$ cat config.mk
export PLATFORM = sky130hd
export DESIGN_NAME = mem_arbiter
export DESIGN_NICKNAME = d
export VERILOG_FILES = /design/src/rtl/mem_arb_pkg.sv /design/src/rtl/mem_arb_picker.sv /design/src/rtl/mem_arbiter.sv
export SDC_FILE = /design/constraint.sdc
export NUM_CORES = 1
export LEC_CHECK = 0
export BUFFER_PORTS_ARGS = -buffer_cell sky130_fd_sc_hd__buf_2
export CAP_MARGIN = 20
export CELL_PAD_IN_SITES_DETAIL_PLACEMENT = 1
export CELL_PAD_IN_SITES_GLOBAL_PLACEMENT = 1
export CORE_UTILIZATION = 40
export CTS_CLUSTER_DIAMETER = 150
export DETAILED_ROUTE_END_ITERATION = 12
export GPL_TIMING_DRIVEN = 0
export PLACE_DENSITY_LB_ADDON = 0.1
export SKIP_LAST_GASP = 1
export SLEW_MARGIN = 20
export SYNTH_ARGS = -nofsm -noshare
export SYNTH_HDL_FRONTEND = slang
export SYNTH_SLANG_ARGS = --single-unit
$ cat constraint.sdc
create_clock -name clk -period 10.31 [get_ports clk]
set_input_delay 1.031 -clock clk [delete_from_list [all_inputs] [get_ports clk]]
set_output_delay 1.031 -clock clk [all_outputs]
set_load 0.1 [all_outputs]
$ cat src/rtl/mem_arb_pkg.sv
// Shared types and encodings for the memory arbiter: FSM states, owner IDs,
// and memSize codes.
package mem_arb_pkg;

    typedef enum logic [1:0] {
        ST_IDLE  = 2'd0,
        ST_ISSUE = 2'd1,
        ST_RESP  = 2'd2
    } state_t;

    localparam logic OWN_FETCH = 1'b0;
    localparam logic OWN_DATA  = 1'b1;

    localparam logic [1:0] SIZE_BYTE = 2'b00;
    localparam logic [1:0] SIZE_HALF = 2'b01;
    localparam logic [1:0] SIZE_WORD = 2'b10;

endpackage

$ cat src/rtl/mem_arb_picker.sv
// Combinational owner select. On a tie, grant the requester that did not
// win last time; a constant last=fetch input gives fixed data priority.
module mem_arb_picker
    import mem_arb_pkg::*;
(
    input  logic if_req,
    input  logic d_req,
    input  logic rr_last,
    output logic any_req,
    output logic owner
);

    always_comb begin
        any_req = if_req | d_req;
        owner   = OWN_FETCH;
        if (if_req && d_req) begin
            owner = ~rr_last;
        end else if (d_req) begin
            owner = OWN_DATA;
        end
    end

endmodule

$ cat src/rtl/mem_arbiter.sv
// Two-port (fetch/data) to single memory port arbiter, one transaction in flight.
// Define MEM_ARBITER_RR_EN for round-robin on ties; default is data priority.
//
//   state    | meaning
//   ST_IDLE  | no transaction; grant combinationally and latch request fields
//   ST_ISSUE | m_req held with latched fields until m_ready
//   ST_RESP  | waiting for m_rvalid or timeout
module mem_arbiter
    import mem_arb_pkg::*;
#(
    parameter int TIMEOUT = 255
) (
    input  logic        clk,
    input  logic        reset,
    input  logic        if_req,
    input  logic [31:0] if_addr,
    output logic        if_gnt,
    output logic        if_rvalid,
    output logic [31:0] if_rdata,
    input  logic        d_req,
    input  logic        d_we,
    input  logic [1:0]  d_size,
    input  logic [31:0] d_addr,
    input  logic [31:0] d_wdata,
    output logic        d_gnt,
    output logic        d_rvalid,
    output logic [31:0] d_rdata,
    output logic        m_req,
    output logic        m_we,
    output logic [1:0]  m_size,
    output logic [31:0] m_addr,
    output logic [31:0] m_wdata,
    input  logic        m_ready,
    input  logic        m_rvalid,
    input  logic [31:0] m_rdata,
    output logic        if_stall,
    output logic        d_stall,
    output logic        err
);

    localparam logic [7:0] TO_LAST = (TIMEOUT == 0) ? 8'd0 : 8'(TIMEOUT - 1);

    state_t      state_q, state_d;
    logic        owner_q;
    logic        we_q;
    logic [1:0]  size_q;
    logic [31:0] addr_q, wdata_q;
    logic [7:0]  cnt_q;
    logic        if_rvalid_q, d_rvalid_q, err_q;
    logic [31:0] if_rdata_q, d_rdata_q;

    logic any_req, pick, rr_last;
    logic done, timed_out, proto_err;

`ifdef MEM_ARBITER_RR_EN
    logic last_q;

    always_ff @(posedge clk or posedge reset) begin
        if (reset) begin
            last_q <= OWN_FETCH;
        end else if (state_q == ST_IDLE && any_req) begin
            last_q <= pick;
        end
    end

    assign rr_last = last_q;
`else
    assign rr_last = OWN_FETCH;
`endif

    mem_arb_picker u_picker (
        .if_req  (if_req),
        .d_req   (d_req),
        .rr_last (rr_last),
        .any_req (any_req),
        .owner   (pick)
    );

    always_ff @(posedge clk or posedge reset) begin
        if (reset) begin
            state_q <= ST_IDLE;
        end else begin
            state_q <= state_d;
        end
    end

    always_comb begin
        state_d   = state_q;
        if_gnt    = 1'b0;
        d_gnt     = 1'b0;
        m_req     = 1'b0;
        done      = 1'b0;
        timed_out = 1'b0;
        proto_err = 1'b0;
        case (state_q)
            ST_IDLE: begin
                proto_err = m_rvalid;
                if (any_req) begin
                    if_gnt  = (pick == OWN_FETCH);
                    d_gnt   = (pick == OWN_DATA);
                    state_d = ST_ISSUE;
                end
            end
            ST_ISSUE: begin
                m_req = 1'b1;
                if (m_ready) begin
                    if (m_rvalid) begin
                        done    = 1'b1;
                        state_d = ST_IDLE;
                    end else begin
                        state_d = ST_RESP;
                    end
                end else begin
                    proto_err = m_rvalid;
                end
            end
            ST_RESP: begin
                if (m_rvalid) begin
                    done    = 1'b1;
                    state_d = ST_IDLE;
                end else if (TIMEOUT != 0 && cnt_q == TO_LAST) begin
                    done      = 1'b1;
                    timed_out = 1'b1;
                    state_d   = ST_IDLE;
                end
            end
            default: state_d = ST_IDLE;
        endcase
    end

    always_ff @(posedge clk or posedge reset) begin
        if (reset) begin
            owner_q     <= OWN_FETCH;
            we_q        <= 1'b0;
            size_q      <= 2'b00;
            addr_q      <= 32'd0;
            wdata_q     <= 32'd0;
            cnt_q       <= 8'd0;
            if_rvalid_q <= 1'b0;
            d_rvalid_q  <= 1'b0;
            if_rdata_q  <= 32'd0;
            d_rdata_q   <= 32'd0;
            err_q       <= 1'b0;
        end else begin
            if (state_q == ST_IDLE && any_req) begin
                owner_q <= pick;
                if (pick == OWN_DATA) begin
                    we_q    <= d_we;
                    size_q  <= d_size;
                    addr_q  <= d_addr;
                    wdata_q <= d_wdata;
                end else begin
                    we_q    <= 1'b0;
                    size_q  <= SIZE_WORD;
                    addr_q  <= if_addr;
                    wdata_q <= 32'd0;
                end
            end

            cnt_q <= (state_q == ST_RESP) ? cnt_q + 8'd1 : 8'd0;

            if_rvalid_q <= done && (owner_q == OWN_FETCH);
            d_rvalid_q  <= done && (owner_q == OWN_DATA);

            // A timed-out response returns zero data so the owner can unblock.
            if (done && owner_q == OWN_FETCH) begin
                if_rdata_q <= timed_out ? 32'd0 : m_rdata;
            end
            if (done && owner_q == OWN_DATA) begin
                d_rdata_q <= timed_out ? 32'd0 : m_rdata;
            end

            if (proto_err || timed_out) begin
                err_q <= 1'b1;
            end
        end
    end

    assign m_we      = we_q;
    assign m_size    = size_q;
    assign m_addr    = addr_q;
    assign m_wdata   = wdata_q;
    assign if_rvalid = if_rvalid_q;
    assign d_rvalid  = d_rvalid_q;
    assign if_rdata  = if_rdata_q;
    assign d_rdata   = d_rdata_q;
    assign err       = err_q;

    assign if_stall = (if_req & ~if_gnt) | (owner_q == OWN_FETCH && state_q != ST_IDLE);
    assign d_stall  = (d_req & ~d_gnt) | (owner_q == OWN_DATA && state_q != ST_IDLE);

endmodule

==> results of run 1 <==
==> cell families after synthesis <==
logic type / after synthesis / share of synthesized area
AOI/OAI and AO/OA: 79 / 0.0933
xor gates and xnor gates: 6 / 0.00832
adders and majority gates: 5 / 0.00991
and+or+nand+nor: 95 / 0.0834
DFF: 145 / 0.575
buffers and inverters: 38 / 0.0309
muxes: 96 / 0.199
==> state kept, by name (all words and copies together), names as in the netlist <==
name / flops
cnt_q: 8
d_rdata: 32
d_rvalid: 1
err: 1
if_rdata: 32
if_rvalid: 1
m_addr: 32
m_size: 2
m_wdata: 32
m_we: 1
owner_q: 1
state_q: 2
==> metrics by stage <==
step | setup WS, ps | std cells | util
2_1_floorplan | 5380 | 464 | -
3_3_place_gp | 3840 | 949 | 0.519
3_5_place_dp | 6400 | 950 | 0.521
4_1_cts | 6400 | 982 | 0.557
5_1_grt | 6280 | 982 | 0.557
6_report | 6450 | 982 | 0.557
==> layout by cell type (no fill, tap or decap), drive strengths merged, types with 7 or more instances in the layout <==
cell      n
buf     289
dfrtp   145
mux2     64
o21ai    36
nor2b    35
nand2    35
a22o     34
clkbuf   34
mux2i    32
inv      12
and2      7
==> layout make-up <==
| class | instances | share of cell area |
|---|---|---|
| Inverter | 10 | 0.00528 |
| Clock inverter | 12 | 0.0129 |
| Multi-Input combinational cell | 281 | 0.292 |
| Tap cell | 211 | 0.0309 |
| Clock buffer | 20 | 0.0512 |
| Buffer | 28 | 0.0185 |
| Sequential cell | 145 | 0.425 |
| Timing Repair Buffer | 275 | 0.164 |
==> worst max-delay path by stage <==
stage	start	to	slack, ps	cells after the start
floorplan	reset	cnt_q[0]	5380	1
global placement	reset	m_addr[20]	3840	2
detailed placement	d_req	d_gnt	6400	5
CTS	d_req	d_gnt	6400	5
global route	state_q[0]	d_gnt	6280	6
finish	d_req	d_gnt	6450	5
==> per-layer routing <==
| metal | track usage | share of wire | wire length [microns] | vias to the layer above |
|---|---|---|---|---|
| met5 | 0 | 0.00072 | 13 | - |
| met3 | 0.0720 | 0.070 | 1260 | 31 |
| met1 | 0.273 | 0.40 | 7220 | 2340 |
| met2 | 0.398 | 0.50 | 9020 | 186 |
| li1 | - | - | - | 2202 |
| met4 | 0.0976 | 0.025 | 443 | 2 |
==> worst reg2reg max path: cells and delay by family, from the launching register on <==
family / cells / cell delay, ps
buf+inv: 3 / 670
compound gates: 2 / 470
fa+ha+maj: 1 / 180
mux: 1 / 310
flops: 1 / 390
==> results summary, run 1 <==
Among all cell types in the netlist, the one instantiated most often is sky130_fd_sc_hd__dfrtp_1. The number of synthesis warnings came out at 0. The unique cell type count in the Yosys netlist is 35. The final critical delay including setup and external delays came out at 3860 ps. At the end of the flow, the number of nets in the layout was 900.

The commonest cells after synthesis are sky130_fd_sc_hd__dfrtp_1, sky130_fd_sc_hd__mux2_4, sky130_fd_sc_hd__nand2_1, sky130_fd_sc_hd__nor2b_1, sky130_fd_sc_hd__o21ai_0. Of the available clock period, the critical path in the final layout requires 0.375. The post-detailed-route count of antenna-violating nets is 0. The area growth from synthesis to layout is 35.1%. The total core area came out at 0.0153 sq mm. For the final routed database, the setup TNS stands at 0 ps. For the pin with the worst max-slew slack, the measured transition is 754 ps.

The max-cap check violation count is 0. The largest delay contributor family on the critical path is buffers and inverters. The count of buffers added by post-CTS timing repair for setup came out at 0. The clock buffer count from CTS came out at 17. The required time at the endpoint of the critical path is 9280 ps.

The worst register-to-register path begins at state_q[0]. The startpoint of the most critical hold path is err. TritonCTS built the clock tree. The multi-input logic area is 0.00249 sq mm. The most used flip-flop cell after synthesis is sky130_fd_sc_hd__dfrtp_1. The mapped netlist covers 0.00631 sq mm. In this run the critical register-to-register path is captured at d_rdata[9]. The share of synthesized area in the top cell type comes to 0.575. The area used by sequential logic in the layout is 0.00363 sq mm. The number of fillers in the final layout came out at 1,691.

Dividing the detail-routed via count by the number of cells gives 4.85. The via count of the first global-routing pass is 5,350. Counting instances, the worst hold path has a depth of 1. The slowest library cell on the worst path is sky130_fd_sc_hd__buf_2. The count of routing violations after the opening detailed-route iteration came out at 173.

The run finished with clean final reports. The setup path with the least slack is of type primary input to primary output. The floorplan die height is 128 microns. For the worst flop-to-flop path, the logic depth is 7. The critical path goes through buf_2 -> and2_1 -> clkbuf_1 -> clkbuf_1 -> buf_2. Setup repair after global routing left no endpoint under its margin. The weighted congestion at the end of routability-driven global placement is 0.759. The die is 128 microns wide. The tree is rooted in a sky130_fd_sc_hd__clkbuf_16. The number of H-tree levels came out at 4. Synthesis produced a netlist with a net count of 606.

After detailed routing, the number of remaining DRC violations is 0. For the worst-skew pair, the clock arrives at the later sink with an insertion delay of 420 ps. The final max-slew violation count is 0. The number of hold violations in the final report came out at 0.

The CTS sink count came out at 145. Setup violations remaining at the end of the flow were counted as 0. The number of resized instances in the post-cts repair step is 0. In the final layout, the share of cells above drive strength 1 is 0.505.

The number of buffers inserted by port buffering came out at 274. The worst-case clock buffer depth is 2. By area the synthesized netlist is led by sky130_fd_sc_hd__dfrtp_1, sky130_fd_sc_hd__mux2_4, sky130_fd_sc_hd__mux2i_1. The detailed-routing iteration count for the pre-antenna-repair pass came out at 4. The number of synthesized flops with an enable pin came out at 0. The number of primary I/O pins is 276. The total die area came out at 0.0163 sq mm.

Across every metal layer, demand over resource in global routing totals 0.233. The cell count after synthesis is 464. In this run the tightest slew margin relative to its limit is 0.497.

The number of buffers and inverters on the critical path is 4. The largest single stage delay on the critical path is 530 ps. The worst hold path terminates at err. For this configuration, the core starts out at a cell density of 0.412.

The wire length per cell is 18.3 microns. The worst setup path is captured at a primary output. The synthesized area per cell is 13.6 sq um. The cell area after placement came out at 0.00798 sq mm. Summing all non-filler instances in the final layout gives an area of 0.00853 sq mm. The first global-routing pass estimated 28.9 mm of wire. In this run the core area contains 45 standard-cell rows. The wire length reported by the detailed router is 18.0 mm. The element type at the critical path start is a primary input. The maximum number of pins on one net before global-route repair is 95. Clock-pin slew was measured on the worst setup and hold paths at 60 ps. Of the synthesized area, sequential elements account for 0.575. The total global routing overflow is 0. Timing would allow up to 259 MHz. The critical path data arrival time is 2830 ps. Of all nets on the critical path, the largest fanout is 10. The initial antenna violation count is 1. Final hold analysis gives a worst-case slack of 463 ps. The antenna diode count is 0.

The number of hold-repair buffers added at the cts stage is 0. The setup clock skew after layout came out at 6.17 ps. The path class of the lowest-slack min-delay path is flip-flop to flip-flop. The via count came out at 4,761.

The placed wire-length estimate is 13.3 mm. The async set-reset flop share out of synthesis is 1.00. Summed over all instances, the cell type with the most area after synthesis is sky130_fd_sc_hd__dfrtp_1. The post-synthesis register bit count came out at 145.

The slack of the worst reg-to-reg path is 8180 ps.
Power of run 1 is left out: the tool's default activity adds up to more than one toggle a clock period on the data nets, which glitch-free logic cannot reach.
==> run 2, diff against run 1 <==
ABC_AREA = 1   (was default)
CORE_UTILIZATION = 34   (was 40)
clock period = 4 ns   (was 10.31 ns; I/O delays follow)
==> run 2 against run 1 <==
Against the previous run: design area increased by 0.25%; global-route usage decreased by 1.1 points; setup slack got worse by 5300 ps; non-clock buffer count increased by 20; die area increased by 16%; sequential share of layout area decreased by 0.11 points.
==> results summary, run 2 <==
Leaving out fill and tap cells, the most frequent cells in the layout are sky130_fd_sc_hd__buf_2, sky130_fd_sc_hd__nand2_1, sky130_fd_sc_hd__dfrtp_1, sky130_fd_sc_hd__nand3_1, sky130_fd_sc_hd__nor2_1. The final setup violation count is 0 (unchanged). The total global routing overflow came out at 0 (unchanged). The CTS sink count was 145 (unchanged).

The maximum operating frequency is 345 MHz. The slack of the worst reg-to-reg path came out at 1970 ps (-6210 ps). The count of routing violations after the opening detailed-route iteration came out at 185 (+6.9%).

The final max-slew violation count was 0 (unchanged). Leaving out fill and tap cells, the most frequent cell in the layout is sky130_fd_sc_hd__buf_2. The portion of synthesized cell area occupied by the leading cell type is 0.584 (+0.00879). By instance count, the leading cell after synthesis is sky130_fd_sc_hd__nand2_1. The wire length per cell is 16.6 microns (-9.0%). The xor-xnor portion of the synthesized cell area is 0 (-0.00832). The effective utilization at floorplan came out at 0.346 (-0.0661). The cell sitting at the root of the clock tree is a sky130_fd_sc_hd__clkbuf_16. The setup clock skew after layout came out at 10.1 ps (+3.92 ps). The number of H-tree levels came out at 4 (unchanged). The worst setup path is launched from a flip-flop.

The weighted congestion at the end of routability-driven global placement was 0.777 (+2.5%). The async set-reset flop share out of synthesis came to 1.00 (unchanged). The number of nets in the synthesized netlist came out at 830 (+37%).

The number of buffers inserted by port buffering is 274 (unchanged). Setup repair after global routing left no endpoint under its margin. The initial antenna violation count came to 3 (+2). The area growth from synthesis to layout came out at 37.5%. The number of hold violations in the final report came out at 0 (unchanged). The cell row count came to 49 (+8.9%). The number of fillers in the final layout is 2,221 (+31%). The flow ran to the end, and the final reports show no timing, DRC or antenna violations. The post-detailed-route count of antenna-violating nets came to 0 (unchanged).

The number of synthesized flops with an enable pin is 0 (unchanged). The critical path data arrival time was 2500 ps (-330 ps). The via count came out at 5,896 (+24%). The portion of netlist area occupied by mux cells is 0 (-0.199). The post-synth design cell area is 0.00622 sq mm (-1.5%). sky130_fd_sc_hd__dfrtp_1 takes more of the synthesized area than any other cell. The number of synthesis warnings was 0 (unchanged).

The die span in x came out at 137 microns (+7.5%). The share of the synthesized area in compound gates (AO/OA/AOI/OAI) is 0.0976 (+0.00424). The via count of the first global-routing pass came out at 6,008 (+12%).

The max-cap check violation count is 0 (unchanged). The floorplan die height came out at 137 microns (+7.5%). The number of DRC violations after detailed routing came out at 0 (unchanged). The setup total negative slack is 0 ps (unchanged). The maximum number of pins on one net before global-route repair is 33 (-65%).

TritonCTS built the clock tree. The number of cells traversed by the worst register-to-register path came to 10 (+3). The critical-path maximum fanout is 10 (unchanged). The adder and majority gate portion of the synthesized area is 0.0101 (+0.000152). The share of final-layout standard cells stronger than drive strength 1 came to 0.343 (-0.162). The fraction of the mapped netlist area in simple logic gates was 0.235 (+0.152). The worst-case clock buffer depth came to 2 (unchanged).

The antenna diode count is 0 (unchanged). The global-route usage over all layers came out at 0.222 (-0.0108). Yosys attributes the largest share of cell area to sky130_fd_sc_hd__dfrtp_1, sky130_fd_sc_hd__nand2_1, sky130_fd_sc_hd__nand3_1.

The number of primary I/O pins came to 276 (unchanged). The endpoint kind of the worst setup timing path is a primary output. The post-synthesis register bit count came to 145 (unchanged). The required time at the endpoint of the critical path is 3600 ps (-5680 ps). The cell count after synthesis is 688 (+48%). The relative slew slack came out at 0.642 (+0.145). The wire length reported by the detailed router came out at 20.5 mm (+14%). The final critical delay including setup and external delays is 2900 ps. The clock latency of the later-clocked register in the worst-skew pair was 420 ps (about the same). The start-to-end type of the worst setup path is flip-flop to primary output. The clock buffer count from CTS came to 17 (unchanged). The number of nets in the finished design was 1,129 (+25%). The most used flip-flop cell after synthesis is sky130_fd_sc_hd__dfrtp_1. The wire length of the first global-routing pass is 31.6 mm (+9.2%).

The total die area is 0.0188 sq mm (+16%). The min-delay analysis places its worst path in the category primary input to flip-flop. The ratio of routed vias to standard cells was 4.80 (-1.0%).

The post-synthesis sequential area ratio is 0.584 (+0.00879). By area, the combinational part of the netlist is dominated by simple AND/OR/NAND/NOR gates. The detailed-routing iteration count for the pre-antenna-repair pass is 4 (unchanged). Dividing the final minimum period by the clock period gives 0.725. The unique cell type count in the Yosys netlist came out at 28 (-20%). The total core area came to 0.0180 sq mm (+17%). The number of cells on the worst hold path is 2 (+1). The synthesized area per cell is 9.04 sq um (-34%). Ranked by instance count, the synthesized netlist is headed by sky130_fd_sc_hd__nand2_1, sky130_fd_sc_hd__dfrtp_1, sky130_fd_sc_hd__nand3_1. The placed wire-length estimate is 15.4 mm (+15%). The transition time at the pin with the least slew margin came out at 540 ps (-213 ps). The clock-pin slew on the worst setup and hold paths was 60 ps (about the same).
[run 2: cells by family (layout without fill, tap and decap cells)]
logic type	count (synthesis)	in the layout
flip-flops	145	145
AND/OR/NAND/NOR	361	361
adder cells (fa/ha/maj)	5	5
AO/OA/AOI/OAI	83	83
buffers and inverters	94	406
[run 2: path summary, 6_finish.rpt]
path,from,end
worst max-delay path,state_q[0],d_gnt
worst min-delay path,d_wdata[20],m_wdata[20]
worst max register to register,state_q[0],if_rdata[12]
worst min register to register,if_rdata[22],if_rdata[22]
max in group asynchronous,reset,err
min in group asynchronous,reset,m_wdata[22]
[run 2: timing repair]
action / in CTS / in global routing
setup endpoints to repair: 0 / 0
buffers inserted: 0 / 0
endpoints found under the hold margin: 7 / 0
resized for setup: 0 / 0
hold buffers: 1 / 0
[run 2: per-layer routing]
metal / track usage / share of wire / vias to the layer above
met5: 0 / 0.0018 / -
met4: 0.0623 / 0.010 / 6
met3: 0.0824 / 0.083 / 24
met2: 0.375 / 0.50 / 199
met1: 0.265 / 0.40 / 2841
li1: - / - / 2826
[run 2: cell type report]
type | count | area (sq um) | share of cell area
Sequential cell | 145 | 3630 | 0.424
Clock inverter | 12 | 110 | 0.0129
Tap cell | 229 | 287 | 0.0335
Clock buffer | 20 | 447 | 0.0522
Multi-Input combinational cell | 449 | 2140 | 0.250
Inverter | 51 | 195 | 0.0228
Buffer | 43 | 267 | 0.0312
Timing Repair Buffer | 280 | 1480 | 0.173
[run 2: stage by stage]
step / hold slack [ps] / util / instances / area [sq um] / worst slack, ps
3_3_place_gp: 453 / 0.439 / 1191 / 7890 / 680
5_1_grt: 191 / 0.476 / 1229 / 8550 / 909
3_5_place_dp: 357 / 0.445 / 1196 / 7990 / 1490
4_1_cts: 184 / 0.476 / 1229 / 8550 / 1020
2_1_floorplan: 466 / - / 688 / 6230 / 463
6_report: 199 / 0.476 / 1229 / 8550 / 1100
[run 2: critical path: stages (launching register included)]
cell	delay, ps
sky130_fd_sc_hd__dfrtp_1	390
sky130_fd_sc_hd__inv_1	90
sky130_fd_sc_hd__ha_1	150
sky130_fd_sc_hd__clkbuf_2	190
sky130_fd_sc_hd__nand2_1	160
sky130_fd_sc_hd__clkinv_1	200
sky130_fd_sc_hd__buf_1	390
sky130_fd_sc_hd__buf_2	510
Power of run 2 is left out for the same reason.
==> run 3, diff against run 2 <==
ABC_AREA = 0   (was 1)
CORE_UTILIZATION = 37   (was 34)
clock period = 2.7 ns   (was 4 ns; I/O delays follow)
==> run 3 against run 2 <==
Against the previous run: wire length down 12%; final cell count decreased by 19%; design area rose by 0.98%; critical path type unchanged; critical endpoint unchanged.
==> results summary, run 3 (synthesized netlist as in run 1, its figures left out) <==
The detailed-routing iteration count for the pre-antenna-repair pass came out at 4 (unchanged). The effective utilization at floorplan came to 0.379 (+0.0332). The relative slew slack is 0.504 (-0.139).

The placed wire-length estimate is 13.9 mm (-9.4%). The total global routing overflow came out at 0 (unchanged). The flow ran to the end, and the final reports show no timing, DRC or antenna violations. The path class of the lowest-slack min-delay path is primary input to flip-flop. The total die area is 0.0176 sq mm (-6.6%). On the critical path, the stage with the largest delay is an instance of sky130_fd_sc_hd__dfrtp_1.

The cell row count came to 47 (-4.1%). From synthesis to final layout, the design area changed by 36.8%. The number of H-tree levels is 4 (unchanged). The final max-slew violation count is 0 (unchanged). The clock buffer count from CTS is 17 (unchanged). The slack of the worst reg-to-reg path came to 530 ps (-1440 ps). The number of buffers inserted by port buffering is 274 (unchanged).

The via count is 4,864 (-18%). The met3 demand-to-capacity share in global routing is 0.0732 (-0.00923). TritonCTS built the clock tree.

The global-route usage over all layers was 0.217 (-0.00512). The core occupancy in the finished layout came out at 0.519 (+0.0428). The count of routing violations after the opening detailed-route iteration came out at 104 (-44%).

The met1 usage in global routing is 0.256 (-0.00907). The kind of cell with the highest combined delay along the critical path is buffers and inverters. The maximum operating frequency is 400 MHz. The highest cell delay on the worst timing path is 390 ps (-120 ps). The CTS sink count is 145 (unchanged). The total buffers and inverters traversed by the critical path came out at 3 (-2). The number of primary I/O pins was 276 (unchanged). The transition time at the pin with the least slew margin is 745 ps (+204 ps). The clock-pin slew on the worst setup and hold paths is 60 ps (about the same). The floorplan die height is 133 microns (-3.4%).

In the layout the commonest cells are sky130_fd_sc_hd__buf_2, sky130_fd_sc_hd__dfrtp_1, sky130_fd_sc_hd__mux2_4, sky130_fd_sc_hd__nor2b_1, sky130_fd_sc_hd__nand2_1. The number of hold violations in the final report came to 0 (unchanged). The wire length reported by the detailed router was 17.9 mm (-12%). The required time at the endpoint of the critical path is 2430 ps (-1170 ps).

The signal on the critical path passes through inv_1 -> ha_1 -> and2_2 -> clkbuf_2 -> buf_4. The number of fillers in the final layout came out at 1,855 (-16%). The die span in x is 133 microns (-3.4%). After global routing, the most crowded layer is met2. The wire length per cell came out at 18.0 microns (+8.4%). Counting I/O delays and the setup requirement, the final critical path takes 2500 ps. The count of buffers added by post-CTS timing repair for setup came out at 0 (unchanged). The max-cap check violation count was 0 (unchanged). The via count of the first global-routing pass is 5,399 (-10%). The initial antenna violation count came to 0 (-3).

The wire length of the first global-routing pass came out at 29.5 mm (-6.6%). The start-to-end type of the worst setup path is flip-flop to primary output. The number of nets in the finished design came out at 904 (-20%).

The weighted congestion at the end of routability-driven global placement came out at 0.754 (-3.0%). The post-detailed-route count of antenna-violating nets came out at 0 (unchanged). The number of DRC violations after detailed routing came out at 0 (unchanged). STA classifies the critical path startpoint as a flip-flop.

The antenna diode count is 0 (unchanged). The logic depth of the worst path, buffers included came out at 5 (-2). The number of cells on the worst hold path came out at 2 (unchanged). The setup total negative slack came to 0 ps (unchanged). The setup clock skew after layout is 8.05 ps (-2.04 ps). The share of final-layout standard cells stronger than drive strength 1 came out at 0.512 (+0.169). The clock latency of the later-clocked register in the worst-skew pair came to 410 ps (about the same). The worst setup path is captured at a primary output. The final setup violation count was 0 (unchanged). The root buffer cell chosen for the clock tree is sky130_fd_sc_hd__clkbuf_16.

The library cell used most frequently in the layout, excluding fill and tap cells, is sky130_fd_sc_hd__buf_2. The ratio of routed vias to standard cells came out at 4.89 (+2.0%). The total core area is 0.0166 sq mm (-7.4%). The global-route track usage on met2 came out at 0.372 (-0.00292).

The worst-case clock buffer depth came to 2 (unchanged). Of the available clock period, the critical path in the final layout requires 0.926. Setup repair after global routing left no endpoint under its margin. The maximum number of pins on one net before global-route repair is 33 (unchanged). The critical path data arrival time came out at 2230 ps (-270 ps). The critical-path maximum fanout came out at 10 (unchanged).

The number of cells traversed by the worst register-to-register path came out at 7 (-3).
==> run 3: changes by cell type in the layout (fill, tap and decap cells not counted), moves of 7 or more <==
cell                       previous run  this run
sky130_fd_sc_hd__nand3_1             70         4
sky130_fd_sc_hd__nor2b_1              0        35
sky130_fd_sc_hd__a31oi_1             33         0
sky130_fd_sc_hd__inv_1               45         9
sky130_fd_sc_hd__clkbuf_1            20        13
sky130_fd_sc_hd__nor2_1              46         4
sky130_fd_sc_hd__mux2i_1              0        32
sky130_fd_sc_hd__nand2_1            239        35
sky130_fd_sc_hd__o21ai_0              7        34
sky130_fd_sc_hd__mux2_4               0        58
==> run 3: final cells by class <==
cell class / instances / area [sq um] / share of cell area
Sequential cell: 145 / 3630 / 0.420
Multi-Input combinational cell: 281 / 2490 / 0.288
Timing Repair Buffer: 280 / 1500 / 0.174
Clock buffer: 18 / 429 / 0.0497
Tap cell: 220 / 275 / 0.0319
Buffer: 27 / 155 / 0.0180
Clock inverter: 13 / 116 / 0.0135
Inverter: 10 / 41.3 / 0.00478
==> run 3: final timing paths <==
path,from,to
max,state_q[0],d_gnt
min,d_wdata[2],m_wdata[2]
max reg2reg,state_q[0],if_rdata[23]
min reg2reg,err,err
max in group asynchronous,reset,m_wdata[31]
min in group asynchronous,reset,m_addr[1]
==> run 3: routing by layer <==
layer  vias to the layer above  wire length [microns]
met4                         0                    314
met5                         -                      0
met3                        19                   1280
met1                      2432                   7180
li1                       2212                      -
met2                       201                   9170
==> run 3: stage by stage <==
step	area [sq um]	std cells	setup slack, ps	hold WS [ps]
floorplan	6320	464	184	395
global placement	7960	958	-289	451
detailed placement	8080	963	-40.5	353
CTS	8640	994	156	49.4
global route	8640	994	28.0	46.7
finish	8640	994	199	69.6
==> run 3: repair_timing <==
item                                    4_1_cts  5_1_grt
endpoints found under the setup margin        1        0
hold endpoints to repair                     17        0
hold buffers                                  1        0
resized for setup                             3        0
Power of run 3 is left out for the same reason.
